--- config.mk ---
export PLATFORM = sky130hd
export DESIGN_NAME = fwd_hazard_ctrl_flat
export DESIGN_NICKNAME = d
export VERILOG_FILES = /design/src/rtl/fwd_hazard_ctrl_pkg.sv /design/src/rtl/fwd_hazard_ctrl_if.sv /design/src/rtl/fwd_hazard_ctrl_match.sv /design/src/rtl/fwd_hazard_ctrl.sv /design/src/flat_wrapper.sv
export SDC_FILE = /design/constraint.sdc
export NUM_CORES = 1
export LEC_CHECK = 0
export ABC_AREA = 1
export CAP_MARGIN = 20
export CORE_ASPECT_RATIO = 0.9
export CORE_MARGIN = 1
export CORE_UTILIZATION = 52
export DETAILED_ROUTE_END_ITERATION = 10
export HOLD_SLACK_MARGIN = 0.08
export PLACE_DENSITY_LB_ADDON = 0.3
export SYNTH_ARGS = -nofsm -noshare
export SYNTH_HDL_FRONTEND = slang
export SYNTH_SLANG_ARGS = --single-unit
--- constraint.sdc ---
create_clock -name clk -period 2.15 [get_ports clk]
set_input_delay 0.215 -clock clk [delete_from_list [all_inputs] [get_ports clk]]
set_output_delay 0.215 -clock clk [all_outputs]
set_load 0.05 [all_outputs]
--- src/rtl/fwd_hazard_ctrl_pkg.sv ---
// Shared types and constants for the forwarding / load-use hazard controller.
package fwd_hazard_ctrl_pkg;

  // EX-stage ALU operand selects
  localparam logic [1:0] FWD_RF    = 2'b00;
  localparam logic [1:0] FWD_EXMEM = 2'b10;
  localparam logic [1:0] FWD_MEMWB = 2'b01;

  typedef enum logic {
    RUN      = 1'b0,
    LU_STALL = 1'b1
  } state_t;

  // One slot of the shadow pipeline (EX or MEM)
  typedef struct packed {
    logic       valid;
    logic [4:0] rd;
    logic       regwrite;
    logic       memread;
  } shadow_t;

  localparam shadow_t SHADOW_EMPTY = '0;

  // EX hit wins over MEM hit so the newest value is forwarded
  function automatic logic [1:0] fwd_sel(input logic ex_hit, input logic mem_hit);
    if (ex_hit)       return FWD_EXMEM;
    else if (mem_hit) return FWD_MEMWB;
    else              return FWD_RF;
  endfunction

endpackage

--- src/rtl/fwd_hazard_ctrl_if.sv ---
// ID-stage request / EX-stage select bundle between the pipeline and the hazard controller.
interface fwd_hazard_ctrl_if;
  logic       id_valid;
  logic [4:0] id_rs;
  logic [4:0] id_rt;
  logic       id_uses_rs;
  logic       id_uses_rt;
  logic [4:0] id_rd;
  logic       id_regwrite;
  logic       id_memread;
  logic       flush;
  logic       pipe_hold;
  logic [1:0] forwardA;
  logic [1:0] forwardB;
  logic       stall;
  logic       bubble;

  // Pipeline side: supplies ID info, consumes selects and stall controls
  modport master (
    output id_valid, id_rs, id_rt, id_uses_rs, id_uses_rt, id_rd,
           id_regwrite, id_memread, flush, pipe_hold,
    input  forwardA, forwardB, stall, bubble
  );

  // Controller side
  modport slave (
    input  id_valid, id_rs, id_rt, id_uses_rs, id_uses_rt, id_rd,
           id_regwrite, id_memread, flush, pipe_hold,
    output forwardA, forwardB, stall, bubble
  );
endinterface

--- src/rtl/fwd_hazard_ctrl_match.sv ---
// Single dependency check of one shadow entry against one ID source register.
module fwd_match
  import fwd_hazard_ctrl_pkg::*;
(
  input  shadow_t    entry_i,
  input  logic [4:0] src_i,
  input  logic       uses_i,
  output logic       match_o
);

  // $0 is hard-wired zero, so it never matches
  always_comb begin
    match_o = entry_i.valid & entry_i.regwrite & (entry_i.rd != 5'd0) &
              (entry_i.rd == src_i) & uses_i;
  end

endmodule

--- src/rtl/fwd_hazard_ctrl.sv ---
// Forwarding-select and load-use stall controller for a 5-stage pipeline.
// Optional feature: define FWD_STALL_CNT_EN to add the saturating stall_count output.
module fwd_hazard_ctrl
  import fwd_hazard_ctrl_pkg::*;
(
  input  logic clk,
  input  logic reset,
  fwd_hazard_ctrl_if.slave bus
`ifdef FWD_STALL_CNT_EN
  ,output logic [31:0] stall_count
`endif
);

  state_t     state_q, state_d;
  shadow_t    ex_q, ex_d;
  shadow_t    mem_q, mem_d;
  logic [1:0] fwd_a_q, fwd_a_d;
  logic [1:0] fwd_b_q, fwd_b_d;
  logic       stall_c, bubble_c;
  logic       ex_rs_hit, ex_rt_hit, mem_rs_hit, mem_rt_hit;
  logic       load_use;

  fwd_match u_ex_rs (.entry_i(ex_q),  .src_i(bus.id_rs), .uses_i(bus.id_uses_rs), .match_o(ex_rs_hit));
  fwd_match u_ex_rt (.entry_i(ex_q),  .src_i(bus.id_rt), .uses_i(bus.id_uses_rt), .match_o(ex_rt_hit));
  fwd_match u_mem_rs(.entry_i(mem_q), .src_i(bus.id_rs), .uses_i(bus.id_uses_rs), .match_o(mem_rs_hit));
  fwd_match u_mem_rt(.entry_i(mem_q), .src_i(bus.id_rt), .uses_i(bus.id_uses_rt), .match_o(mem_rt_hit));

  // Load in EX feeding the ID instruction; a flush kills the consumer so no hazard
  always_comb begin
    load_use = bus.id_valid & ~bus.flush & ex_q.memread & (ex_rs_hit | ex_rt_hit);
  end

  // Next-state, shadow advance, select computation and stall/bubble outputs
  always_comb begin
    state_d  = state_q;
    ex_d     = ex_q;
    mem_d    = mem_q;
    fwd_a_d  = fwd_a_q;
    fwd_b_d  = fwd_b_q;
    stall_c  = 1'b0;
    bubble_c = 1'b0;
    if (!reset && !bus.pipe_hold) begin
      mem_d = ex_q;
      if (state_q == RUN && load_use) begin
        stall_c  = 1'b1;
        bubble_c = 1'b1;
        ex_d     = SHADOW_EMPTY;
        fwd_a_d  = FWD_RF;
        fwd_b_d  = FWD_RF;
        state_d  = LU_STALL;
      end else begin
        // LU_STALL always releases here; EX is the bubble, so the load now sits in MEM
        ex_d.valid    = bus.id_valid & ~bus.flush;
        ex_d.rd       = bus.id_rd;
        ex_d.regwrite = bus.id_regwrite;
        ex_d.memread  = bus.id_memread;
        fwd_a_d       = bus.flush ? FWD_RF : fwd_sel(ex_rs_hit, mem_rs_hit);
        fwd_b_d       = bus.flush ? FWD_RF : fwd_sel(ex_rt_hit, mem_rt_hit);
        state_d       = RUN;
      end
    end
  end

  // State, shadow pipeline and registered selects
  always_ff @(posedge clk) begin
    if (reset) begin
      state_q <= RUN;
      ex_q    <= SHADOW_EMPTY;
      mem_q   <= SHADOW_EMPTY;
      fwd_a_q <= FWD_RF;
      fwd_b_q <= FWD_RF;
    end else begin
      state_q <= state_d;
      ex_q    <= ex_d;
      mem_q   <= mem_d;
      fwd_a_q <= fwd_a_d;
      fwd_b_q <= fwd_b_d;
    end
  end

  assign bus.forwardA = fwd_a_q;
  assign bus.forwardB = fwd_b_q;
  assign bus.stall    = stall_c;
  assign bus.bubble   = bubble_c;

`ifdef FWD_STALL_CNT_EN
  logic [31:0] cnt_q;

  // One count per RUN -> LU_STALL transition, i.e. per bubble edge; saturates
  always_ff @(posedge clk) begin
    if (reset)                          cnt_q <= '0;
    else if (bubble_c && cnt_q != '1)   cnt_q <= cnt_q + 32'd1;
  end

  assign stall_count = cnt_q;
`endif

endmodule

--- src/flat_wrapper.sv ---
// flat-port wrapper written by rule: the top's interface ports become plain ports
module fwd_hazard_ctrl_flat import fwd_hazard_ctrl_pkg::*;
  (clk, reset, bus_id_valid, bus_id_rs, bus_id_rt, bus_id_uses_rs, bus_id_uses_rt, bus_id_rd, bus_id_regwrite, bus_id_memread, bus_flush, bus_pipe_hold, bus_forwardA, bus_forwardB, bus_stall, bus_bubble);
  fwd_hazard_ctrl_if bus_i ();
  input  logic clk;
  input  logic reset;
  input wire logic [$bits(bus_i.id_valid)-1:0] bus_id_valid;
  input wire logic [$bits(bus_i.id_rs)-1:0] bus_id_rs;
  input wire logic [$bits(bus_i.id_rt)-1:0] bus_id_rt;
  input wire logic [$bits(bus_i.id_uses_rs)-1:0] bus_id_uses_rs;
  input wire logic [$bits(bus_i.id_uses_rt)-1:0] bus_id_uses_rt;
  input wire logic [$bits(bus_i.id_rd)-1:0] bus_id_rd;
  input wire logic [$bits(bus_i.id_regwrite)-1:0] bus_id_regwrite;
  input wire logic [$bits(bus_i.id_memread)-1:0] bus_id_memread;
  input wire logic [$bits(bus_i.flush)-1:0] bus_flush;
  input wire logic [$bits(bus_i.pipe_hold)-1:0] bus_pipe_hold;
  output wire logic [$bits(bus_i.forwardA)-1:0] bus_forwardA;
  output wire logic [$bits(bus_i.forwardB)-1:0] bus_forwardB;
  output wire logic [$bits(bus_i.stall)-1:0] bus_stall;
  output wire logic [$bits(bus_i.bubble)-1:0] bus_bubble;
  assign bus_i.id_valid = bus_id_valid;
  assign bus_i.id_rs = bus_id_rs;
  assign bus_i.id_rt = bus_id_rt;
  assign bus_i.id_uses_rs = bus_id_uses_rs;
  assign bus_i.id_uses_rt = bus_id_uses_rt;
  assign bus_i.id_rd = bus_id_rd;
  assign bus_i.id_regwrite = bus_id_regwrite;
  assign bus_i.id_memread = bus_id_memread;
  assign bus_i.flush = bus_flush;
  assign bus_i.pipe_hold = bus_pipe_hold;
  assign bus_forwardA = bus_i.forwardA;
  assign bus_forwardB = bus_i.forwardB;
  assign bus_stall = bus_i.stall;
  assign bus_bubble = bus_i.bubble;
  fwd_hazard_ctrl u_core (.clk(clk), .reset(reset), .bus(bus_i));
endmodule
* Word level (Yosys, flattened, before mapping)
Index checks and enable logic that the tools add are counted.
** Storage, ports and cells
- Output and inout port bits :: 6
- Register bits after elaboration :: 20
- Input bits :: 24
** Operators by class
- Reductions and logical operators :: 6
- Mux-type cells :: 11
- Bitwise gates (word level) :: 18
- Equal/unequal tests :: 4
** Operators with widths (count)
- == test 5 bit :: 4
- bitwise AND 1 bit :: 15
- 2-to-1 mux 2 bit :: 6
- nonzero test 5 bit :: 2
- 2-to-1 mux 8 bit :: 1
- 2-to-1 mux 1 bit :: 4
- logical AND 1 bit :: 2
- zero test 1 bit :: 2
- NOT 1 bit :: 2
- OR 1 bit :: 1

* Logic depth before layout (Yosys ltp)
- Word-level depth :: 9
- Mapped depth :: 10

* Cells and area by module
From an unflattened synthesis, not the netlist that was laid out.
** Second synthesis, totals
- Cells, all modules :: 244
- Area, all modules :: 1337.5 um^2
** By module, submodules not included
- fwd_hazard_ctrl :: cells an instance 124, instances 1, area each 867.1 um^2
- fwd_match :: cells an instance 30, instances 4, area each 117.6 um^2

* Least setup slack after synthesis
Ideal clock, no wire load.
- Kind :: register to output
- Start :: register u_core.ex_q[5] (netlist name)
- End :: output port bus_stall
- Setup slack :: 0.383 ns
- Buffers on the path :: 1
- Data required time :: 1.935 ns
- Cell stages (with the launch flop) :: 10
- Data arrival time :: 1.552 ns
- Cell sequence :: dfxtp_1 > inv_2 > a21oi_2 > nand2_1 > nor2_1 > nand3_2 > nand2_2 > nand3_1 > inv_1 > buf_4
** Between the ends
- Cells in the longest elaborated chain, start to end :: 9
** RTL lines
- from (decl) :: line fwd_hazard_ctrl.sv:15 : shadow_t ex_q, ex_d;
- from (signal assigned) :: line fwd_hazard_ctrl.sv:68 : ex_q <= SHADOW_EMPTY;
- from (signal assigned) :: line fwd_hazard_ctrl.sv:74 : ex_q <= ex_d;
- nonzero test 5 bit :: line fwd_hazard_ctrl_match.sv:13 : match_o = entry_i.valid & entry_i.regwrite & (entry_i.rd != 5'd0) &
- bitwise AND 1 bit (2 in series) :: line fwd_hazard_ctrl_match.sv:13
- bitwise AND 1 bit :: line fwd_hazard_ctrl_match.sv:14 : (entry_i.rd == src_i) & uses_i;
- OR 1 bit (*) :: line fwd_hazard_ctrl.sv:30 : load_use = bus.id_valid & ~bus.flush & ex_q.memread & (ex_rs_hit | ex_rt_hit);
- bitwise AND 1 bit (*) :: line fwd_hazard_ctrl.sv:30
- logical AND 1 bit (*) :: line fwd_hazard_ctrl.sv:44 : if (state_q == RUN && load_use) begin
- 2-to-1 mux 1 bit (*) (2 in series)
- to (decl) :: line flat_wrapper.sv:19 : output wire logic [$bits(bus_i.stall)-1:0] bus_stall;
Mark *: on every way between the ends. The rest lies on a longest branch, timed or not.

* Final worst setup path
- Start :: register u_core.ex_q[6] (netlist name)
- End :: output port bus_stall
** Between the ends
- Cells in the longest elaborated chain, start to end :: 9
** RTL lines
- nonzero test 5 bit :: line fwd_hazard_ctrl_match.sv:13
- bitwise AND 1 bit (2 in series) :: line fwd_hazard_ctrl_match.sv:13
- bitwise AND 1 bit :: line fwd_hazard_ctrl_match.sv:14
- OR 1 bit (*) :: line fwd_hazard_ctrl.sv:30
- bitwise AND 1 bit (*) :: line fwd_hazard_ctrl.sv:30
- logical AND 1 bit (*) :: line fwd_hazard_ctrl.sv:44
- 2-to-1 mux 1 bit (*) :: line fwd_hazard_ctrl.sv:44
- 2-to-1 mux 1 bit (*) :: line fwd_hazard_ctrl.sv:42 : if (!reset && !bus.pipe_hold) begin
Marks and branches as above.

==> metrics <==
Synth area leader dfxtp_1; worst r2r src u_core.ex_q[6]; final hold vios 0; element type at the critical path start flop; Rows 16; GP Congestion 0.9621; Synth Cell Area 0.001236 mm2; Post-synth EDFFs 0; remaining antenna violation count 0; Worst R2R Path Depth 10; Power Total 865.6 uW; post-synthesis cell count 218; hold path start u_core.ex_q[0]; R2R Path End u_core.ex_q[5]; I/O Pins 30; cts bufs inserted 3; Root Driver clkbuf_4; Max stage delay on crit path 0.40 ns; sequential area share after synthesis 0.3239; fmax 508.7 MHz; I/O Buffers 29; Rel. slew slack 0.6724; crit path cell chain inv_1 -> nand2_1 -> nand2_1 -> nand2_1 -> nor2_1 -> nand3_2 -> nand2_2 -> nand3_1 -> inv_2 -> buf_12; Syn Nets 242; post-layout min period 1.966 ns; Leakage Power 0.8981 nW; final wirelength 3.031 mm; YS warnings 0; # setup viols final 0; crit path capture type primary output; DP HPWL 2.304 mm; DR DRC count 0; Hold WC Path Type flop to flop; outcome finished clean; CP max FO 6; Synth Area per Inst 5.671 um2; CTS Sinks 20; fraction of layout cells with a size suffix above 1 0.06000; clock share of power 0.365; global-route wire length before repair 4.643 mm; synth cell count leaders nand2_1, inv_1, nor2_1; WHS Endpoint u_core.ex_q[0]; Worst path slowest cell dfxtp_1; die height 48.26 um; clock skew 0.006822 ns; worst setup path startpoint u_core.ex_q[6]; diode count 0; CP delay by family, top simple AND/OR/NAND/NOR gates; vias in the first global route 1086; Seq pwr share 0.459; largest net degree at the start of global routing 17; WS Path Type flop to primary output; Sum Neg Setup Slack 0 ns; worst-margin pin slew 0.4899 ns; starting density of the core 0.5614; post-route setup slack 0.1843 ns; Via density 4.895; Worst Path Required 1.93 ns; P_sw 218.8 uW; Synth area leaders dfxtp_1, nand2_1, inv_1; Yosys cell types 22; antenna violations before repair 0; Filler cells 200; Clock Latency Late Sink 0.31 ns; max-capacitance violation count 0; Max VDD drop 0.4955 mV; proportion of netlist area held by the largest area contributor 0.3239; initial drt markers 59; sw frac 0.2527; Hold Path Depth 2; PD cells 529.7 mW/mm2; top-count cell post-synth nand2_1; Place WS 0.1818 ns; Crit path top cell by count nand2_1; RSZ-0062 raised after global routing false; Critical Path Stages 10; clk buf depth 2; core area 0.002202 mm2; aggregate global-route resource usage 0.2559; # nets final 275; Worst Path Arrival 1.75 ns; Int Power 646.9 uW; area growth from synthesis to layout 32.19%; final slew viol count 0; Tcrit/Tclk final 0.9143; wire length per cell 10.94 um; Top FF cell, synth dfxtp_1; CP Buf/Inv Count 3; Die ar. 0.002577 mm2; Via Count 1356; CTS tree done; H-tree depth 1; Comb pwr share 0.177; Hold WS 0.4619 ns; Pre-Repair DR Iteration Count 4; Congestion Overflow GR 0; ys async rst share 0; R2R Setup Slk 0.76 ns; utilization after layout 0.7420; clock transition at the registers of the reported paths 0.12 ns; Die X 53.40 um; synthesized flop and latch total 20
[worst max-delay path by stage]
stage                             to
final                      bus_stall
after global routing      bus_bubble
after CTS                  bus_stall
after detailed placement   bus_stall
after global placement    bus_bubble
after floorplan            bus_stall
[layer usage]
metal | GRT usage | part of all wire
met1 | 0.3528 | 0.49
met2 | 0.4075 | 0.43
met3 | 0.05607 | 0.068
met4 | 0.06842 | 0.014
met5 | 0 | 0
[metrics by stage]
step                      cell area (um2)  instances
final                                1634        277
after global routing                 1634        277
after CTS                            1633        277
after detailed placement             1580        273
after global placement               1580        273
after floorplan                      1236        218
[registers in the layout, summed over array words and instances, names as in the netlist]
name,cells
u_core.bus.forwardB,2
u_core.bus.forwardA,2
u_core.mem_q,7
u_core.state_q,1
u_core.ex_q,8
[cell usage in the layout, fill, tap and decap left out, drive strengths merged]
cell	netlist	final
a21boi	1	1
a21oi	1	1
a22o	2	2
buf	2	4
bufinv	0	1
clkbuf	1	3
clkdlybuf4s50	0	27
dfxtp	20	20
inv	41	41
nand2	92	92
nand3	11	11
nand4	1	1
nor2	33	33
o211ai	1	1
o21ai	3	3
o21bai	1	1
o22ai	5	5
xnor2	2	2
xor2	1	1
[cell type report]
cell class / instances / area (um2) / share of cell area
Clock inverter: 1 / 30.03 / 0.01838
Multi-Input combinational cell: 154 / 666.9 / 0.4081
Timing Repair Buffer: 31 / 325.3 / 0.1991
Clock buffer: 3 / 22.52 / 0.01378
Tap cell: 27 / 33.78 / 0.02067
Inverter: 41 / 153.9 / 0.09418
Sequential cell: 20 / 401.6 / 0.2458
[worst register-to-register path: stages, from the launching register on]
cell and delay (ns):
dfxtp_1 0.40, inv_1 0.15, nand2_1 0.06, nand2_1 0.06, nand2_1 0.06, nor2_1 0.12, nand3_2 0.11, nand2_2 0.12
nand2_4 0.10, nand2_1 0.08, nand2_1 0.04
[logic make-up after synthesis]
family                 share of synthesized area
buffers and inverters                     0.1366
flip-flops                                0.3239
AO/OA/AOI/OAI                            0.07693
AND/OR/NAND/NOR                           0.4413
XOR/XNOR                                 0.02126
[power groups by stage]
stage	Sequential (mW)	Combinational [mW]	Clock, mW
after floorplan	0.401	0.0828	0
after global placement	0.405	0.150	0
after detailed placement	0.405	0.151	0
after CTS	0.396	0.152	0.318
after global routing	0.399	0.171	0.336
final	0.397	0.153	0.316
[timing repair]
item / in CTS / in global routing
resized for setup: 0 / 2
endpoints found under the setup margin: 0 / 2
buffers inserted: 0 / 0
hold buffers: 0 / 0
No activity file was read; power rests on OpenSTA's default activity.
